===== src/rtl/hour_disp_drv.sv =====
// Hour display driver: registers a mod-12 hour code, tracks AM/PM on the 11->0 wrap,
// and scans two active-low 7-segment digits. Define HOUR_LEAD_BLANK_EN to blank a leading tens zero.
module hour_disp_drv #(
  parameter int SCAN_DIV = 1000
) (
  input  logic       clk,
  input  logic       reset,
  input  logic [3:0] hour_in,
  output logic [6:0] seg,
  output logic       dp,
  output logic [1:0] an,
  output logic       pm
);

  localparam int CW = (SCAN_DIV > 1) ? $clog2(SCAN_DIV) : 1;
  localparam logic [CW-1:0] CNT_MAX = CW'(SCAN_DIV - 1);

  localparam logic [6:0] SEG_BLANK = 7'b1111111;
  localparam logic [6:0] SEG_DASH  = 7'b0111111;

  typedef enum logic {SLOT_ONES = 1'b0, SLOT_TENS = 1'b1} slot_e;

  logic [3:0]    hour_q, hour_d;
  logic          pm_q, pm_d;
  logic [CW-1:0] scan_cnt_q, scan_cnt_d;
  slot_e         digit_sel_q, digit_sel_d;
  logic [6:0]    seg_q, seg_d;
  logic          dp_q, dp_d;
  logic [1:0]    an_q, an_d;

  logic [3:0]    tens_dig, ones_dig;
  logic [6:0]    tens_pat, ones_pat;

  function automatic logic [6:0] seg_enc(input logic [3:0] d);
    case (d)
      4'd0:    seg_enc = 7'b1000000;
      4'd1:    seg_enc = 7'b1111001;
      4'd2:    seg_enc = 7'b0100100;
      4'd3:    seg_enc = 7'b0110000;
      4'd4:    seg_enc = 7'b0011001;
      4'd5:    seg_enc = 7'b0010010;
      4'd6:    seg_enc = 7'b0000010;
      4'd7:    seg_enc = 7'b1111000;
      4'd8:    seg_enc = 7'b0000000;
      4'd9:    seg_enc = 7'b0010000;
      default: seg_enc = SEG_BLANK;
    endcase
  endfunction

  // 12-hour mapping: code 0 reads "12", codes 12..15 show dashes on both digits.
  always_comb begin
    tens_dig = 4'd0;
    ones_dig = 4'd0;
    tens_pat = SEG_DASH;
    ones_pat = SEG_DASH;
    if (hour_q == 4'd0) begin
      tens_dig = 4'd1;
      ones_dig = 4'd2;
    end else if (hour_q <= 4'd9) begin
      tens_dig = 4'd0;
      ones_dig = hour_q;
    end else begin
      tens_dig = 4'd1;
      ones_dig = hour_q - 4'd10;
    end
    if (hour_q <= 4'd11) begin
      ones_pat = seg_enc(ones_dig);
`ifdef HOUR_LEAD_BLANK_EN
      tens_pat = (tens_dig == 4'd0) ? SEG_BLANK : seg_enc(tens_dig);
`else
      tens_pat = seg_enc(tens_dig);
`endif
    end
  end

  always_comb begin
    hour_d      = hour_in;
    pm_d        = pm_q ^ ((hour_q == 4'd11) && (hour_in == 4'd0));
    scan_cnt_d  = scan_cnt_q + CW'(1);
    digit_sel_d = digit_sel_q;
    if (scan_cnt_q == CNT_MAX) begin
      scan_cnt_d  = '0;
      digit_sel_d = (digit_sel_q == SLOT_ONES) ? SLOT_TENS : SLOT_ONES;
    end
    // dp follows the pre-edge pm, so a wrap shows on dp one edge after pm moves.
    if (digit_sel_q == SLOT_ONES) begin
      an_d  = 2'b10;
      seg_d = ones_pat;
      dp_d  = ~pm_q;
    end else begin
      an_d  = 2'b01;
      seg_d = tens_pat;
      dp_d  = 1'b1;
    end
  end

  always_ff @(posedge clk) begin
    if (reset) begin
      hour_q      <= '0;
      pm_q        <= 1'b0;
      scan_cnt_q  <= '0;
      digit_sel_q <= SLOT_ONES;
      seg_q       <= '1;
      dp_q        <= 1'b1;
      an_q        <= '1;
    end else begin
      hour_q      <= hour_d;
      pm_q        <= pm_d;
      scan_cnt_q  <= scan_cnt_d;
      digit_sel_q <= digit_sel_d;
      seg_q       <= seg_d;
      dp_q        <= dp_d;
      an_q        <= an_d;
    end
  end

  assign seg = seg_q;
  assign dp  = dp_q;
  assign an  = an_q;
  assign pm  = pm_q;

endmodule


===== config.mk =====
export PLATFORM = sky130hd
export DESIGN_NAME = hour_disp_drv
export DESIGN_NICKNAME = d
export VERILOG_FILES = /design/src/rtl/hour_disp_drv.sv
export SDC_FILE = /design/constraint.sdc
export NUM_CORES = 1
export LEC_CHECK = 0
export ABC_AREA = 1
export CAP_MARGIN = 20
export CORE_MARGIN = 2
export CORE_UTILIZATION = 42
export CTS_CLUSTER_DIAMETER = 30
export CTS_CLUSTER_SIZE = 16
export DETAILED_ROUTE_END_ITERATION = 16
export GPL_TIMING_DRIVEN = 0
export HOLD_SLACK_MARGIN = 0.06
export SYNTH_ARGS = -nofsm -noshare
export SYNTH_HDL_FRONTEND = slang
export SYNTH_SLANG_ARGS = --single-unit

===== constraint.sdc =====
create_clock -name clk -period 2.8 [get_ports clk]
set_input_delay 0.84 -clock clk [delete_from_list [all_inputs] [get_ports clk]]
set_output_delay 0.84 -clock clk [all_outputs]
set_load 0.05 [all_outputs]

; Yosys cells after proc, flatten, opt, wreduce, memory -nomap -nowiden
; Memory sizes are Yosys's and may differ from the RTL's.
; Index checks and enable logic that the tools add are counted.
[word_totals]
ff_bits = 26
mem_bits_ro = 224
input_bits = 6
elab_cells = 31
memories = 2
[memory_table]
columns = name, depth, width, rd, rd_clocked_by_memory_dff, wr, line
row1 = (name not given), 16, 7, 1, 0, 0, 35  ; case (d)
row2 = (name not given), 16, 7, 1, 0, 0, 35
[op_classes]
add_sub_neg = 2
order_cmp = 2
n_eq_ne = 2
mux = 9
n_bitwise = 2
reduce_logical = 5
[ops]
columns = operator, n
row1 = two-way mux 7 bit, 3
row2 = adder 10 x 1 -> 10 bit (second input constant), 1
row3 = == test 10 bit (second input constant), 1
row4 = less-or-equal comparator 4 bit (second input constant), 2
row5 = zero test 4 bit, 2
row6 = two-way mux 4 bit, 2
row7 = == test 4 bit (second input constant), 1
row8 = OR reduction 2 bit, 2
row9 = subtractor 4 bit (second input constant), 1
row10 = two-way mux 1 bit, 3
row11 = two-way mux 2 bit, 1
row12 = logical AND 1 bit, 1
row13 = inverter 1 bit, 1
row14 = XOR 1 bit, 1

; Logic depth before layout (Yosys ltp)
; An unclocked memory read counts as a cell.
[depth]
word_depth = 6
mapped_depth = 12
mapped_depth_nobuf = 12

; Worst setup path after synthesis
; No wires, ideal clock.
[synth_path]
path_type = input port to flip-flop
startpoint = input reset
endpoint = register digit_sel_q
setup_time_ns = 0.126
arrival_ns = 1.428
path_slack_ns = 1.246
stages = 5
cell_sequence = clkbuf_1 -> inv_1 -> nand2_1 -> buf_4 -> a22oi_1
[synth_lines]
columns = item, line
row1 = from (decl), 7  ; input logic reset,
row2 = to (signal assigned), 110  ; digit_sel_q <= digit_sel_d;
row3 = to (decl), 26  ; slot_e digit_sel_q, digit_sel_d;

; Worst setup path in the final report
[layout_path]
startpoint = register pm_q, in the netlist pm
endpoint = output pm
[layout_lines]
columns = item, line
row1 = from (decl), 24  ; logic pm_q, pm_d;
row2 = from (signal assigned), 108  ; pm_q <= pm_d;
row3 = to (decl), 12  ; output logic pm
; No word-level cell between the ends.

==> results.sh <==
export IMPL_p_sw_frac=0.2859
export IMPL_grt_usage=0.1544
export IMPL_clkSinkCount=26
export IMPL_grt_pass1_vias=981
export IMPL_status="finished, final reports clean"
export IMPL_clockBufferDepth=2
export IMPL_setup_viol=0
export IMPL_cts_root_buffer="clkbuf_4"
export IMPL_max_cap_viol_count=0
export IMPL_worstPathRequired_ns=1.96
export IMPL_wl_um=2274
export IMPL_cts_buffers=3
export IMPL_layout_common_cells="44 x nand2_1, 26 x dfxtp_1, 23 x nor2_1"
export IMPL_post_cts_setup_buffers=0
export IMPL_ys_types=23
export IMPL_end_kind="output pin"
export IMPL_leakage_nw=0.6832
export IMPL_arrival_ns=1.56
export IMPL_rsz0062_at_grt="no"
export IMPL_fin_cells=216
export IMPL_synth_top_family_by_area="simple AND/OR/NAND/NOR gates"
export IMPL_portBuffers=15
export IMPL_clk_pin_slew_worst_paths_ns=0.15
export IMPL_clockPowerShare=0.311
export IMPL_nNetsFinal=199
export IMPL_num_rows=19
export IMPL_synth_fp_nets=179
export IMPL_initial_core_util=0.4412
export IMPL_drt_iter0_markers=20
export IMPL_power_density_nw_per_um2=576.2
export IMPL_synthMuxAreaShare=0
export IMPL_fillCellCount=284
export IMPL_p_sw_mw=0.2385
export IMPL_cts_tree="done"
export IMPL_vias_per_cell=4.745
export IMPL_synth_simple_area_share=0.3579
export IMPL_syn_area_sq_um=1206
export IMPL_crit_chain="clkdlybuf4s50_1"
export IMPL_vias=1025
export IMPL_area_growth_syn_to_layout_pct=20.02
export IMPL_numPlacedInstances=212
export IMPL_p_comb_frac=0.208
export IMPL_cp_num_buf_inv=1
export IMPL_io_pins=17
export IMPL_final_max_slew_viol_count=0
export IMPL_worst_pin_slew_ns=0.5015
export IMPL_ys_seq_elements=26
export IMPL_post_cts_resize_count=0
export IMPL_max_freq_ghz=0.4164
export IMPL_synth_warnings=0
export IMPL_hpwl_um=1766
export IMPL_drive_above_1_share=0.05946
export IMPL_place_area_sq_um=1395
export IMPL_dieArea_sq_um=3317
export IMPL_worstHoldPathType="reg -> reg"
export IMPL_yosys_area_share_adder=0.07261
export IMPL_ant_nets=0
export IMPL_seq_power_share=0.481
export IMPL_cpPeakStageDelay_ns=0.82
export IMPL_final_common_cell="nand2_1"
export IMPL_clk_latency_ns=0.33
export IMPL_hold_violations=0
export IMPL_path_class="reg -> out"
export IMPL_antenna_cells=0
export IMPL_period_needed_ns=2.402
export IMPL_period_share=0.8577
export IMPL_synth_xor_area_share=0.02178
export IMPL_synth_seq_area_share=0.4315
export IMPL_skew_ns=0.006030
export IMPL_grt_pass1_wl_um=4029
export IMPL_p_int_mw=0.5956
export IMPL_syn_avg_cell_area_sq_um=7.266
export IMPL_crit_path_max_fanout=4
export IMPL_wl_per_cell_um=10.53
export IMPL_hold_depth=1
export IMPL_grt_max_degree=16
export IMPL_synth_cells=166
export IMPL_dr_pass1_iters=4
export IMPL_timing_setup_tns_ns=0
export IMPL_core_area_sq_um=2734
export IMPL_cts_hold_fix_buffers=0
export IMPL_gp_congestion=0.7740
export IMPL_drc=0
export IMPL_htreeDepth=1
export IMPL_die_w_um=57.59
export IMPL_slew_headroom=0.6646
export IMPL_crit_family="buffers and inverters"
export IMPL_cp_slowest_cell="clkdlybuf4s50_1"
export IMPL_cp_num_cells=1
export IMPL_ir_worst_vdd_uv=358.8
export IMPL_die_h_um=57.59
export IMPL_critPathLaunchType="flip-flop"
export IMPL_grt_overflow=0
export IMPL_design_area_sq_um=1448
export IMPL_final_core_util=0.5295
export IMPL_synth_compound_area_frac=0.03838
export IMPL_antenna_found_initial=0
export IMPL_rr_worst_depth=11
## power groups by stage
stage,logic (mW),clock network [mW],registers (mW)
after CTS,0.175,0.267,0.402
after detailed placement,0.174,0,0.410
after global placement,0.171,0,0.409
after floorplan,0.0712,0,0.461
final,0.173,0.260,0.401
after global routing,0.192,0.281,0.404
## final timing paths
check	from	endpoint	slack (ns)
worst min-delay path	digit_sel_q$_SDFFE_PP0P_	an[1]$_SDFF_PP1_	0.43
worst max register to register	hour_q[3]$_SDFF_PP0_	seg[3]$_SDFF_PP1_	1.06
worst max-delay path	pm$_SDFF_PP0_	pm	0.40
worst min register to register	digit_sel_q$_SDFFE_PP0P_	an[1]$_SDFF_PP1_	0.43
## layout make-up
type | count | area, sq um | area share
plain buffers | 3 | 15.01 | 0.01037
repair buffers | 15 | 150.1 | 0.1037
inverters | 21 | 78.83 | 0.05445
well taps | 31 | 38.79 | 0.02679
multi-input cells | 116 | 591.8 | 0.4088
clock inverters | 1 | 30.03 | 0.02074
clock buffers | 3 | 22.52 | 0.01556
flip-flops and latches | 26 | 520.5 | 0.3596
## cell usage after synthesis
master,count,area (sq um)
a31oi_1,1,6.260
xnor2_1,1,8.760
nand3_1,20,100.1
clkbuf_1,2,7.510
nand4_1,1,6.260
nor3b_1,1,7.510
nor2_1,23,86.33
nor3_1,3,15.01
a22oi_1,1,7.510
nand3_2,1,10.01
inv_2,1,3.750
dfxtp_1,26,520.5
buf_4,1,7.510
or2_0,1,6.260
o21bai_1,1,7.510
nand2_4,2,22.52
nand2_2,2,12.51
o21ai_0,1,5.000
xor2_1,2,17.52
inv_1,20,75.07
a21oi_1,4,20.02
ha_1,7,87.58
nand2_1,44,165.2
## through the flow
| step | hold slack, ns | power, mW | setup slack (ns) |
|---|---|---|---|
| 5_1_grt | 0.4411 | 0.8766 | 0.3465 |
| 2_1_floorplan | 0.3797 | 0.5326 | 1.246 |
| 3_3_place_gp | 0.4165 | 0.5795 | 0.7892 |
| 3_5_place_dp | 0.3979 | 0.5834 | 0.7945 |
| 6_report | 0.4330 | 0.8341 | 0.3983 |
| 4_1_cts | 0.4345 | 0.8431 | 0.3919 |
## registers in the layout (all words and copies together) (netlist names)
name         count
dp               1
scan_cnt_q      10
an               2
pm               1
hour_q           4
seg              7
digit_sel_q      1
## routing by layer
layer,GRT usage,share of wire,vias to the layer above
li1,-,-,552
met1,0.2000,0.50,447
met2,0.2549,0.45,21
met3,0.02041,0.036,5
met4,0.06977,0.018,0
met5,0,0,-
## worst reg2reg max path, delay by kind of cell (launching register included)
kind | cells | cell delay (ns)
and+or+nand+nor | 9 | 0.90
DFF | 1 | 0.45
adders and majority gates | 1 | 0.25
buffers and inverters | 1 | 0.05
## cell families (layout without fill, tap and decap cells)
group / count (synthesis) / in the layout
simple gates: 98 / 98
buf+inv: 24 / 43
flops: 26 / 26
compound gates: 8 / 8
fa+ha+maj: 7 / 7
xor+xnor: 3 / 3
Note: power is estimated with default switching activity, not from simulation.
